==> config.mk <==
export PLATFORM = sky130hd
export DESIGN_NAME = serial_subtractor
export DESIGN_NICKNAME = d
export VERILOG_FILES = /design/src/rtl/serial_subtractor.sv
export SDC_FILE = /design/constraint.sdc
export NUM_CORES = 1
export LEC_CHECK = 0
export CAP_MARGIN = 20
export CORE_AREA = 2 2 65 67
export DETAILED_ROUTE_END_ITERATION = 12
export DIE_AREA = 0 0 67 69
export PLACE_DENSITY = 0.71
export SYNTH_ARGS = -nofsm -noshare
export SYNTH_HDL_FRONTEND = slang
export SYNTH_SLANG_ARGS = --single-unit
==> constraint.sdc <==
create_clock -name clk -period 1.3 [get_ports clk]
set_input_delay 0.26 -clock clk [delete_from_list [all_inputs] [get_ports clk]]
set_output_delay 0.26 -clock clk [all_outputs]
set_load 0.01 [all_outputs]
==> src/rtl/serial_subtractor.sv <==
// Bit-serial subtractor D = A - B - Bin, one full-subtractor cell stepped LSB-first
// over WIDTH clocks, with valid/ready handshakes on the operand and result sides.
module serial_subtractor #(
  parameter int WIDTH = 8
) (
  input  logic             clk,
  input  logic             rst,
  input  logic             in_valid,
  output logic             in_ready,
  input  logic [WIDTH-1:0] A,
  input  logic [WIDTH-1:0] B,
  input  logic             Bin,
  output logic             out_valid,
  input  logic             out_ready,
  output logic [WIDTH-1:0] D,
  output logic             Bout,
  output logic             V
);

  localparam int CW = (WIDTH > 1) ? $clog2(WIDTH) : 1;
  localparam logic [CW-1:0] LAST = CW'(WIDTH - 1);

  typedef enum logic [1:0] {IDLE, RUN, DONE} state_t;

  state_t           state_reg, state_next;
  logic [WIDTH-1:0] a_reg, b_reg, dsh_reg, d_reg;
  logic [CW-1:0]    cnt_reg;
  logic             br_reg, bout_reg, v_reg;
  logic             accept, last;

  logic             a0, b0, d_bit, br_next;
  logic [WIDTH-1:0] a_shr, b_shr, d_shr;

  // Full-subtractor cell on the current LSBs and the running borrow.
  assign a0      = a_reg[0];
  assign b0      = b_reg[0];
  assign d_bit   = a0 ^ b0 ^ br_reg;
  assign br_next = (~a0 & b0) | (~a0 & br_reg) | (b0 & br_reg);

  genvar gi;
  generate
    for (gi = 0; gi < WIDTH - 1; gi++) begin : g_shift
      assign a_shr[gi] = a_reg[gi+1];
      assign b_shr[gi] = b_reg[gi+1];
      assign d_shr[gi] = dsh_reg[gi+1];
    end
  endgenerate
  assign a_shr[WIDTH-1] = 1'b0;
  assign b_shr[WIDTH-1] = 1'b0;
  assign d_shr[WIDTH-1] = d_bit;

  always_ff @(posedge clk) begin
    if (rst) state_reg <= IDLE;
    else     state_reg <= state_next;
  end

  always_comb begin
    state_next = state_reg;
    in_ready   = 1'b0;
    out_valid  = 1'b0;
    accept     = 1'b0;
    last       = 1'b0;
    case (state_reg)
      IDLE: begin
        in_ready = 1'b1;
        if (in_valid) begin
          accept     = 1'b1;
          state_next = RUN;
        end
      end
      RUN: begin
        if (cnt_reg == LAST) begin
          last       = 1'b1;
          state_next = DONE;
        end
      end
      DONE: begin
        out_valid = 1'b1;
        if (out_ready) state_next = IDLE;
      end
      default: state_next = IDLE;
    endcase
  end

  always_ff @(posedge clk) begin
    if (rst) begin
      a_reg    <= '0;
      b_reg    <= '0;
      dsh_reg  <= '0;
      d_reg    <= '0;
      cnt_reg  <= '0;
      br_reg   <= 1'b0;
      bout_reg <= 1'b0;
      v_reg    <= 1'b0;
    end else if (accept) begin
      a_reg   <= A;
      b_reg   <= B;
      br_reg  <= Bin;
      cnt_reg <= '0;
    end else if (state_reg == RUN) begin
      a_reg   <= a_shr;
      b_reg   <= b_shr;
      dsh_reg <= d_shr;
      br_reg  <= br_next;
      cnt_reg <= cnt_reg + 1'b1;
      if (last) begin
        d_reg    <= d_shr;
        bout_reg <= br_next;
        // Signed overflow: borrow into the MSB differs from borrow out of it.
        v_reg    <= br_reg ^ br_next;
      end
    end
  end

  assign D    = d_reg;
  assign Bout = bout_reg;
  assign V    = v_reg;

endmodule

==> summary.txt <==
Run status
  – Result of the run: finished, violations left
  – Failing checks: setup timing

Placement
  – Post-DP Area: 2150 sq um
  – Detailed-placement wirelength estimate: 2.19 mm
  – I/O Buffers: 32
  – Final weighted congestion in routability-driven placement: 0.746

Route
  – Detailed router's first-iteration violation count: 72
  – First-pass iteration count of the detailed router: 4
  – Wire length per cell: ~14 microns
  – Number of vias per cell: 5.07
  – Post-Route WL: 4.10 mm
  – Count of nets left with antenna violations after detail routing: 0
  – # DRC: 0
  – Routed via count: 1532

Yosys
  – Sequential element share of the synthesized area: 46.5%
  – Cell area after technology mapping: 1680 sq um
  – Number of enable-type register cells in the synthesized netlist: 0
  – Yosys top cell area share: 46.5%
  – Synthesized netlist cell count: 196
  – Most numerous cell types in the synthesized netlist: 42 x sky130_fd_sc_hd__nand2_1, 39 x sky130_fd_sc_hd__dfxtp_1, 32 x sky130_fd_sc_hd__a21oi_1
  – Post-synthesis register bit count: 39
  – Cell types occupying the most area after synthesis: sky130_fd_sc_hd__dfxtp_1 46%, sky130_fd_sc_hd__a21oi_1 9.5%, sky130_fd_sc_hd__nand2_1 9.4%
  – Most frequent cell after synthesis: sky130_fd_sc_hd__nand2_1
  – Cell type contributing the most total cell area after synthesis: sky130_fd_sc_hd__dfxtp_1
  – Share of synthesized registers carrying an async set or reset: 0%
  – Main synth FF type: sky130_fd_sc_hd__dfxtp_1
  – Yosys warnings: 0
  – Mean instance size in the synthesized netlist: 8.57 sq um
  – Netlist cell types: 32
  – Syn Nets: 220

Timing
  – Setup ws final: -0.0625 ns
  – Post-route clock period utilization: 105%
  – Number of max-slew violations in the final report: 0
  – Final number of hold-violating endpoints: 0
  – F_max: around 0.73 GHz
  – Max transition margin: 85.5%
  – Final hold slack: approximately 0.45 ns
  – Setup-violating endpoint count in the final report: 13
  – Worst Tran Pin Value: 0.218 ns
  – Setup TNS after final layout: -0.450 ns
  – Time the worst path needs with I/O delays and setup: 1.36 ns
  – Clock Skews: 0.00582 ns
  – Unrepaired setup endpoints after global routing: yes

Worst setup path
  – Path depth of the worst reg2reg path: 7
  – Signal arrival time at the worst endpoint: 1.59 ns
  – Max Fanout on Critical Path: 8
  – Required time at the endpoint of the critical path: between 1.5 and 2 ns
  – Cells traversed along the worst timing path: buf_6, buf_6, nor3b_4, buf_6, buf_16, a21oi_4, a211oi_2
  – Crit path capture type: flop
  – Combined buffer and inverter count along the critical path: 4
  – Maximum cell stage delay along the critical path: 0.33 ns
  – Reg2reg end: a_reg[3]
  – Sort of element at the start of the critical path: flop
  – Worst setup slack for register-to-register paths: -0.06 ns
  – Crit path top cell by count: sky130_fd_sc_hd__buf_6
  – Type of the worst setup path: flop to flop
  – Startpoint of the most critical register-to-register path: state_reg[1]
  – Dominant delay contributor by cell family on the critical path: buffers and inverters
  – Slowest stage cell, crit path: sky130_fd_sc_hd__dfxtp_2

Min path
  – Classification of the worst-slack hold path: flop to flop
  – Worst hold endpoint: D[3]
  – Hold-critical path depth: 2
  – Origin of the worst min-delay path: D[3]

Clock tree
  – CTS Root Buffer Type: sky130_fd_sc_hd__clkbuf_8
  – Maximum number of buffers from clock root to sink: 2
  – Hold_buf cts: 0
  – Clock tree from TritonCTS: done
  – Clk pin slew, worst setup/hold paths: 0.08 ns
  – Number of CTS-inserted buffers: 5
  – Count of H-tree levels built during CTS: 2
  – Sink Count: 39
  – Clock insertion delay at the later pin of the skew report: 0.31 ns

GRT
  – Initial antenna violation count: 0
  – Aggregate global routing overflow: 0
  – M2 GR Usage: 27.1%
  – Met1 global-route usage: 24.0%
  – Maximum number of pins on one net before global-route repair: 40
  – Vias in the first global route: around 1400
  – Wire length of the first global-routing pass: 6.44 mm
  – Overall Global Routing Usage: 18.0%
  – Met3 layer usage reported by global route: 3.92%
  – Layer carrying the most global-route usage: met2

Cells and area
  – Count of antenna diodes in the layout: 0
  – Layout cell share with drive strength beyond 1: 34.5%
  – Area of all placed cells without fillers: ~2600 sq um
  – Final-stage net count: 275
  – Final standard cell utilization of the core: about two thirds
  – Synthesis-to-finish area growth: 53.2%

Floorplan
  – Width of the die: 67 microns
  – Number of rows in the core area: 23
  – Height of the chip: a little under 70 microns
  – Total I/O pin count: 33
  – Starting utilization of the core area: 42.9%
  – Area enclosed by the die boundary: 4620 sq um
  – Std-Cell Core Area: 3910 sq um

Pwr
  – Leakage power: 0.993 nW
  – VDD IR max: 0.000666 V
  – Power density over the cells: just over 1000 nW/um^2
  – Total power after layout: 2.65 mW

Flow run
  – Number of violations of the max-capacitance limit: 0
## layout by cell type (no fill, tap or decap), drive strengths merged, types with 2 or more instances in the layout
master	count
and3b	2
inv	3
clkinvlp	2
dlygate4sd2	11
nor3	4
nand2	42
o221a	3
nand2b	3
xnor2	2
nor2b	2
clkdlybuf4s50	19
o22a	2
or3b	2
dfxtp	39
nand3	2
nor2	19
buf	31
a211oi	13
a21oi	32
ha	2
mux2i	2
clkbuf	7
## worst max-delay path by stage
stage / from / to / slack [ns] / depth (start not counted)
floorplan: cnt_reg[0] / D[7] / 0.02 / 5
global placement: in_valid / b_reg[6] / -0.42 / 5
detailed placement: in_valid / b_reg[6] / -0.44 / 5
CTS: state_reg[1] / a_reg[5] / -0.06 / 7
global route: state_reg[1] / a_reg[3] / -0.15 / 7
finish: state_reg[1] / a_reg[3] / -0.06 / 7
## kinds of logic after synthesis
group | Yosys count | synth area share [%]
adder cells (fa/ha/maj) | 3 | 2.68
XOR/XNOR | 2 | 1.04
buffers and inverters | 19 | 6.85
flip-flops | 39 | 46.5
AO/OA/AOI/OAI | 53 | 20.8
AND/OR/NAND/NOR | 78 | 21.0
multiplexers | 2 | 1.19
## metrics by stage
step / setup WS (ns) / cells
floorplan: 0.0153 / 196
global placement: -0.423 / 281
detailed placement: -0.440 / 281
CTS: -0.0637 / 297
global route: -0.147 / 302
finish: -0.0625 / 302
## final cells by class
| cell class | count | area, sq um |
|---|---|---|
| Fill cell | 335 | 1340 |
| Multi-Input combinational cell | 139 | 970 |
| Sequential cell | 39 | 787 |
| Timing Repair Buffer | 63 | 656 |
| Clock buffer | 5 | 68.8 |
| Tap cell | 50 | 62.6 |
| Clock inverter | 3 | 20.0 |
| Inverter | 3 | 11.3 |
## worst min-delay path: cells and delay by family (launching register included)
kind | cells | cell delay [ns]
AOI/OAI and AO/OA | 1 | 0.05
and+or+nand+nor | 1 | 0.05
DFF | 1 | 0.31
## report_power, final
part | internal [mW] | total (mW) | switching [mW]
Clock | 0.373 | 0.830 | 0.457
Combinational | 0.287 | 0.519 | 0.232
Sequential | 1.25 | 1.30 | 0.0446
Total | 1.91 | 2.65 | 0.734
## routing by layer
layer,share of wire (%),routed length [microns],vias to the layer above
li1,-,-,775
met2,50,2070,31
met4,1.3,54,0
met5,0,0,-
met1,44,1810,720
met3,4.3,178,6
## what timing repair did
item | 4_1_cts | 5_1_grt
endpoints found under the setup margin | 46 | 33
cloned | 3 | 1
resized for setup | 35 | 37
pin swaps | 9 | 11
buffers inserted | 5 | 4
Note: power is estimated with default switching activity, not from simulation.
